[src/rtl/nn_mac_sequencer_if.sv]
// Bus/RAM-side signal bundle for the MAC sequencer.
// The master modport is the compute engine; the slave modport is the CSR/RAM side.
interface nn_mac_sequencer_if #(
    parameter int PADDR_W = 11,
    parameter int WADDR_W = 13
);
    logic                     start_calc;
    logic [PADDR_W-1:0]       pixel_raddr;
    logic [WADDR_W-1:0]       weight_raddr;
    logic                     mem_re;
    logic [7:0]               pixel_rdata;
    logic signed [7:0]        weight_rdata;
    logic [3:0]               output_address;
    logic signed [16:0]       result_output;
    logic                     done_calc;
    logic                     busy;

    modport master (
        input  start_calc, pixel_rdata, weight_rdata, output_address,
        output pixel_raddr, weight_raddr, mem_re, result_output, done_calc, busy
    );

    modport slave (
        output start_calc, pixel_rdata, weight_rdata, output_address,
        input  pixel_raddr, weight_raddr, mem_re, result_output, done_calc, busy
    );
endinterface

[src/rtl/nn_mac_sequencer.sv]
// Dot-product engine: streams N_IN pixel/weight pairs per output neuron,
// accumulates, scales/saturates/ReLUs, and stores N_OUT results in a small
// register file read combinationally by the bus interface.
module nn_mac_sequencer #(
    parameter int N_IN    = 784,
    parameter int N_OUT   = 10,
    parameter int PADDR_W = 11,
    parameter int WADDR_W = 13,
    parameter int ACC_W   = 32,
    parameter int SHIFT   = 8,
    parameter int RELU    = 1
) (
    input  logic               clk,
    input  logic               n_rst,
    nn_mac_sequencer_if.master bus
);
    typedef enum logic [2:0] {IDLE, RUN, DRAIN, STORE, DONE} state_t;

    localparam int RES_W  = 17;
    localparam int PROD_W = 16;

    state_t               state_q, state_d;
    logic                 start_q;
    logic [3:0]           row_q, row_d;
    logic [PADDR_W-1:0]   paddr_q, paddr_d;
    logic [WADDR_W-1:0]   waddr_q, waddr_d;
    logic                 drain_q, drain_d;
    logic                 done_q;
    logic                 launch;
    logic                 acc_clr;
    logic                 store_en;

    logic                 vld_p0;
    logic                 vld_p1;
    logic signed [PROD_W-1:0] prod_p1;
    logic signed [ACC_W-1:0]  acc_q;
    logic signed [RES_W-1:0]  result_q [16];

    // Scale by SHIFT, clamp to the 17-bit signed range, then optional ReLU.
    function automatic logic signed [RES_W-1:0] form_result(input logic signed [ACC_W-1:0] acc);
        logic signed [ACC_W-1:0] v;
        logic signed [RES_W-1:0] r;
        v = acc >>> SHIFT;
        if (v > ACC_W'(65535))
            r = 17'h0FFFF;
        else if (v < ACC_W'(-65536))
            r = 17'h10000;
        else
            r = v[RES_W-1:0];
        if (RELU != 0 && r[RES_W-1])
            r = '0;
        return r;
    endfunction

    // Only a fresh 0->1 transition of the CSR bit counts as a launch request.
    assign launch = bus.start_calc & ~start_q;

    // Next-state and per-state control decisions.
    always_comb begin
        state_d  = state_q;
        row_d    = row_q;
        paddr_d  = paddr_q;
        waddr_d  = waddr_q;
        drain_d  = drain_q;
        acc_clr  = 1'b0;
        store_en = 1'b0;
        case (state_q)
            IDLE, DONE: begin
                if (launch) begin
                    state_d = RUN;
                    row_d   = '0;
                    paddr_d = '0;
                    waddr_d = '0;
                    acc_clr = 1'b1;
                end
            end
            RUN: begin
                if (paddr_q == PADDR_W'(N_IN - 1)) begin
                    state_d = DRAIN;
                    drain_d = 1'b0;
                end else begin
                    paddr_d = paddr_q + PADDR_W'(1);
                    waddr_d = waddr_q + WADDR_W'(1);
                end
            end
            DRAIN: begin
                if (drain_q)
                    state_d = STORE;
                else
                    drain_d = 1'b1;
            end
            STORE: begin
                store_en = 1'b1;
                acc_clr  = 1'b1;
                if (row_q == 4'(N_OUT - 1)) begin
                    state_d = DONE;
                end else begin
                    state_d = RUN;
                    row_d   = row_q + 4'd1;
                    paddr_d = '0;
                    // Weight rows are contiguous, so the next row starts right after the last address issued.
                    waddr_d = waddr_q + WADDR_W'(1);
                end
            end
            default: state_d = IDLE;
        endcase
    end

    // Control registers; done_calc trails entry into DONE by one edge.
    always_ff @(posedge clk or negedge n_rst) begin
        if (!n_rst) begin
            state_q <= IDLE;
            start_q <= 1'b0;
            row_q   <= '0;
            paddr_q <= '0;
            waddr_q <= '0;
            drain_q <= 1'b0;
            done_q  <= 1'b0;
        end else begin
            state_q <= state_d;
            start_q <= bus.start_calc;
            row_q   <= row_d;
            paddr_q <= paddr_d;
            waddr_q <= waddr_d;
            drain_q <= drain_d;
            done_q  <= (state_q == DONE);
        end
    end

    // Stage p0: RAM data valid one cycle after the read strobe; p1: product valid.
    always_ff @(posedge clk or negedge n_rst) begin
        if (!n_rst) begin
            vld_p0 <= 1'b0;
            vld_p1 <= 1'b0;
        end else begin
            vld_p0 <= bus.mem_re;
            vld_p1 <= vld_p0;
        end
    end

    // Stage p1: pixel zero-extended, weight sign-extended, 16-bit signed product.
    always_ff @(posedge clk) begin
        prod_p1 <= $signed({8'b0, bus.pixel_rdata}) * $signed({{8{bus.weight_rdata[7]}}, bus.weight_rdata});
    end

    // Stage p2: accumulate sign-extended products; cleared at launch and after each store.
    always_ff @(posedge clk or negedge n_rst) begin
        if (!n_rst)
            acc_q <= '0;
        else if (acc_clr)
            acc_q <= '0;
        else if (vld_p1)
            acc_q <= acc_q + ACC_W'(prod_p1);
    end

    // Result file: one entry written per row at STORE.
    always_ff @(posedge clk or negedge n_rst) begin
        if (!n_rst) begin
            for (int k = 0; k < 16; k++)
                result_q[k] <= '0;
        end else if (store_en) begin
            result_q[row_q] <= form_result(acc_q);
        end
    end

    assign bus.mem_re        = (state_q == RUN);
    assign bus.pixel_raddr   = paddr_q;
    assign bus.weight_raddr  = waddr_q;
    assign bus.busy          = (state_q == RUN) || (state_q == DRAIN) || (state_q == STORE);
    assign bus.done_calc     = done_q;
    assign bus.result_output = (int'(bus.output_address) < N_OUT) ? result_q[bus.output_address] : '0;

endmodule

[src/flat_wrapper.sv]
// flat-port wrapper written by rule: the top's interface ports become plain ports
module nn_mac_sequencer_flat 
#(
    parameter int N_IN    = 784,
    parameter int N_OUT   = 10,
    parameter int PADDR_W = 11,
    parameter int WADDR_W = 13,
    parameter int ACC_W   = 32,
    parameter int SHIFT   = 8,
    parameter int RELU    = 1
)
  (clk, n_rst, bus_start_calc, bus_pixel_rdata, bus_weight_rdata, bus_output_address, bus_pixel_raddr, bus_weight_raddr, bus_mem_re, bus_result_output, bus_done_calc, bus_busy);
  nn_mac_sequencer_if #(.PADDR_W(PADDR_W), .WADDR_W(WADDR_W)) bus_i ();
  input  logic clk;
  input  logic n_rst;
  input wire logic [$bits(bus_i.start_calc)-1:0] bus_start_calc;
  input wire logic [$bits(bus_i.pixel_rdata)-1:0] bus_pixel_rdata;
  input wire logic [$bits(bus_i.weight_rdata)-1:0] bus_weight_rdata;
  input wire logic [$bits(bus_i.output_address)-1:0] bus_output_address;
  output wire logic [$bits(bus_i.pixel_raddr)-1:0] bus_pixel_raddr;
  output wire logic [$bits(bus_i.weight_raddr)-1:0] bus_weight_raddr;
  output wire logic [$bits(bus_i.mem_re)-1:0] bus_mem_re;
  output wire logic [$bits(bus_i.result_output)-1:0] bus_result_output;
  output wire logic [$bits(bus_i.done_calc)-1:0] bus_done_calc;
  output wire logic [$bits(bus_i.busy)-1:0] bus_busy;
  assign bus_i.start_calc = bus_start_calc;
  assign bus_i.pixel_rdata = bus_pixel_rdata;
  assign bus_i.weight_rdata = bus_weight_rdata;
  assign bus_i.output_address = bus_output_address;
  assign bus_pixel_raddr = bus_i.pixel_raddr;
  assign bus_weight_raddr = bus_i.weight_raddr;
  assign bus_mem_re = bus_i.mem_re;
  assign bus_result_output = bus_i.result_output;
  assign bus_done_calc = bus_i.done_calc;
  assign bus_busy = bus_i.busy;
  nn_mac_sequencer #(.N_IN(N_IN), .N_OUT(N_OUT), .PADDR_W(PADDR_W), .WADDR_W(WADDR_W), .ACC_W(ACC_W), .SHIFT(SHIFT), .RELU(RELU)) u_core (.clk(clk), .n_rst(n_rst), .bus(bus_i));
endmodule
[config.mk]
export PLATFORM = sky130hd
export DESIGN_NAME = nn_mac_sequencer_flat
export DESIGN_NICKNAME = d
export VERILOG_FILES = /design/src/rtl/nn_mac_sequencer_if.sv /design/src/rtl/nn_mac_sequencer.sv /design/src/flat_wrapper.sv
export SDC_FILE = /design/constraint.sdc
export NUM_CORES = 1
export LEC_CHECK = 0
export ABC_AREA = 1
export CELL_PAD_IN_SITES_DETAIL_PLACEMENT = 1
export CELL_PAD_IN_SITES_GLOBAL_PLACEMENT = 2
export CORE_MARGIN = 10
export CORE_UTILIZATION = 32
export CTS_BUF_LIST = sky130_fd_sc_hd__clkbuf_4 sky130_fd_sc_hd__clkbuf_8 sky130_fd_sc_hd__clkbuf_16
export DETAILED_ROUTE_END_ITERATION = 8
export PLACE_DENSITY_LB_ADDON = 0.1
export SLEW_MARGIN = 20
export SYNTH_ARGS = -nofsm -noshare
export SYNTH_HDL_FRONTEND = slang
export SYNTH_SLANG_ARGS = --single-unit
[constraint.sdc]
create_clock -name clk -period 2 [get_ports clk]
set_input_delay 0.3 -clock clk [delete_from_list [all_inputs] [get_ports clk]]
set_output_delay 0.3 -clock clk [all_outputs]
set_load 0.05 [all_outputs]
==> results.ini <==
[sta]
clock-skew-final_ns=0.0116
drv_slew=0
final_min_period_over_clock_period_pct=158
setup_repair_after_global_routing_missed_its_margin=yes
final-setup-viol-count=15
final_sum_of_negative_setup_slack_ns=-11.28
worst-slew-pin-transition_ns=0.694
whs_ns=0.0906
timing_hold_violations_final=0
timing.slew.headroom_pct=53.6
setup_slack_ns=-1.16
layout_min_cycle_time_ns=3.16
fmaxAchievable_mhz=316

[place]
gpl.final_weighted_congestion=0.812
port_buffers=65
post-dp-hpwl_um=37300
total_placed_cells_including_tap_cells=2822

[final_layout]
post_layout_nonfiller_instances=2932
flow.area_growth_from_synthesis_pct=34.0
post_layout_nets=2430
layout.filler_cells=5747
fraction_of_layout_cells_with_a_size_suffix_above_1_pct=26.0
final_util_pct=43.6
antenna_cells=0

[worst_setup_path]
cp_cell_sequence=buf_8 -> clkinv_8 -> buf_12 -> nor2_4 -> fa_1 -> fa_1 -> fa_1 -> inv_2 -> fa_1 -> inv_2 -> ha_4 -> nand2_4 -> a21oi_2 -> a211oi_2 -> nand2_2 -> nand2_1 -> nand2_1 -> xor2_1
critPathKind=in2reg
rr_worst_depth=10
critPathMaxStageDelay_ns=0.55
highest_fanout_seen_on_the_critical_path=5
endpoint=u_core.prod_p1[15]$_DFF_P_
worst_setup_path_startpoint=bus_weight_rdata[7]
crit_path_end_kind=flip-flop
arrival_ns=3.63
library_cell_contributing_the_largest_single_delay_on_the_critical_path=fa_1
cp.required_ns=2.47
setup.worst_path.start_class=input port
worstReg2RegStart=u_core.acc_q[0]$_DFFE_PN0P_
crit_path_frequent_cell=fa_1
rr_endpoint=u_core.acc_q[14]$_DFFE_PN0P_
regToRegSetupSlack_ns=-0.04

[clock_network]
clock_insertion_delay_worst_skew_ns=0.58
number_of_buffers_between_clock_root_and_the_deepest_sink=3
cts-htree-levels=1
clock-sinks=244
cts.reportedPaths.clkPinSlew_ns=0.06
tritoncts.num_buffers=31
cts_tree=built
clock_root_buffer=clkbuf_16

[synthesis]
synth.distinct_cells=48
post-synth-top-area-cell=dfrtp_1
yosys-top-cells-area=dfrtp_1, nand2_1, nor2_1
postSynthAreaPerCell_um2=7.46
async_flop_share_pct=93.4
synthesized_cell_area_um2=15600
number_of_enable_type_register_cells_in_the_synthesized_netlist=0
postSynthNetCount=2228
synth_top_flop_cell=dfrtp_1
seq_area_frac_synth_pct=38.7
postSynthRegisterBits=244
netlist_instances=2090
share_of_yosys_cell_area_claimed_by_the_top_area_cell_type_pct=36.6
synth.yosys.warnings=0

[detailed_routing]
postRouteWirelength_um=51300
num_vias=14369
first_pass_iters=4
postRouteAntennaNets=0
drt_iter0_drc=591
route.detailed.vias_per_inst=4.90
per_cell_routed_wire_length_um=17.5
drc_errors=0

[floorplanning]
die_ar_um2=57900
placeableCoreArea_um2=47900
initial_utilization_pct=32.5
dieWidth_um=241
fp-row-count=80
die_height_um=241
top_level_port_count=67

[min_path]
worst_hold_path.num_cells=4
worst_hold_path_type=in2reg

[global_routing]
number_of_antenna_violations_at_the_first_check_in_global_routing=0
global_route.overflow_total=0
grt_first_pass_wirelength_um=83100
grt_max_degree=62
first_global_vias=15250
gr-usage-all-layers_pct=17.6

[flow_run]
maxCapViolCount=0

[pwr]
power_leakage_uw=0.0103
vdd.ir_drop.worst_uv=746
power_per_cell_area_nw_per_um2=1560

[status]
run_status=finished, violations left
violations=negative setup slack

## cell usage after synthesis (7+ instances only)
| library cell | number |
|---|---|
| a21oi_1 | 47 |
| a31oi_1 | 161 |
| buf_1 | 12 |
| buf_2 | 50 |
| clkbuf_1 | 53 |
| dfrtp_1 | 228 |
| dfxtp_1 | 16 |
| fa_1 | 38 |
| ha_1 | 77 |
| inv_1 | 250 |
| inv_2 | 7 |
| nand2_1 | 475 |
| nand3_1 | 79 |
| nand4_1 | 10 |
| nor2_1 | 314 |
| nor2_4 | 9 |
| nor3_1 | 16 |
| o21ai_0 | 115 |
| o21ai_1 | 15 |
| o22ai_1 | 36 |
| or2_2 | 9 |
| xnor2_1 | 7 |
| xor2_1 | 15 |
## metrics by stage
| step | worst slack (ns) | cell area (um^2) | total power (uW) |
|---|---|---|---|
| 3_3_place_gp | -2.29 | 18400 | 23900 |
| 5_1_grt | -1.34 | 20900 | 35500 |
| 3_5_place_dp | -2.35 | 18400 | 24300 |
| 4_1_cts | -1.21 | 19900 | 31300 |
| 6_report | -1.16 | 20900 | 32700 |
| 2_1_floorplan | -1.63 | 15800 | 18000 |
## timing repair
| action | in CTS | in global routing |
|---|---|---|
| pin swaps | 74 | 97 |
| gates resized for setup | 217 | 188 |
| endpoints found under the hold margin | 53 | 0 |
| cloned | 1 | 0 |
| setup buffers | 20 | 30 |
| hold buffers | 1 | 0 |
| endpoints found under the setup margin | 64 | 53 |
## critical path: cells and delay by family
kind                       cells  cell delay (ns)
AOI/OAI and AO/OA              2             0.20
xor gates and xnor gates       1             0.14
adders and majority gates      5             2.24
buffers and inverters          5             0.35
and+or+nand+nor                5             0.41
## final cells by class
cell class	instances	area, um^2	share of cell area, %
Multi-Input combinational cell	1465	9130	43.7
Sequential cell	244	6030	28.9
Timing Repair Buffer	290	2870	13.8
Inverter	260	990	4.74
Clock buffer	42	896	4.29
Tap cell	615	769	3.68
Clock inverter	16	198	0.947
## worst min-delay path by stage
stage	endpoint	slack [ns]	start
2_1_floorplan	u_core.acc_q[0]$_DFFE_PN0P_	0.004	n_rst
3_3_place_gp	u_core.result_q[197]$_DFFE_PN0P_	0.28	n_rst
3_5_place_dp	u_core.result_q[197]$_DFFE_PN0P_	0.28	n_rst
4_1_cts	u_core.prod_p1[0]$_DFF_P_	0.07	bus_pixel_rdata[0]
5_1_grt	u_core.prod_p1[0]$_DFF_P_	0.12	bus_pixel_rdata[0]
6_report	u_core.prod_p1[0]$_DFF_P_	0.09	bus_pixel_rdata[0]
## sequential cells by signal (all words and copies together) (netlist names)
signal	count
u_core.vld_p0	1
u_core.bus.pixel_raddr	11
u_core.bus.weight_raddr	13
u_core.start_q	1
u_core.drain_q	1
u_core.result_q	160
u_core.row_q	4
u_core.prod_p1	16
u_core.acc_q	32
u_core.bus.done_calc	1
u_core.vld_p1	1
u_core.state_q	3
## where the power goes
part	switching [uW]	internal, uW
logic	10500	7910
clock network	2340	3650
registers	1340	6980
total	14100	18500
## cell usage in the layout, fill, tap and decap left out, types with 16 or more instances in the layout
cell	Yosys	routed
a21oi_1	47	26
a21oi_2	1	21
a31oi_1	161	161
buf_12	0	46
buf_4	5	188
buf_6	1	21
clkbuf_16	0	31
dfrtp_1	228	226
dfxtp_1	16	16
dlygate4sd2_1	0	19
fa_1	38	31
ha_1	77	41
ha_4	0	34
inv_1	250	227
inv_2	7	31
nand2_1	475	399
nand2_2	1	70
nand3_1	79	70
nor2_1	314	291
nor2_2	3	18
nor2_4	9	17
o21ai_0	115	75
o21ai_1	15	31
o21ai_2	0	24
o22ai_1	36	32
## cell families (layout without fill, tap and decap cells)
logic type	after synthesis	in the layout	synth area share, %
other	1	1	0.0241
AND/OR/NAND/NOR	934	934	24.7
AO/OA/AOI/OAI	393	393	14.6
adder cells (fa/ha/maj)	115	115	11.1
buffers and inverters	381	608	9.75
flip-flops	244	244	38.7
XOR/XNOR	22	22	1.24
## routing by layer
metal / vias up / GRT usage (%) / part of all wire, %
met3: 34 / 1.87 / 2.4
met2: 108 / 31.2 / 50
met5: - / 0 / 0
met4: 0 / 3.01 / 1.0
met1: 7047 / 23.0 / 47
li1: 7180 / - / -
Note: power is estimated with default switching activity, not from simulation.
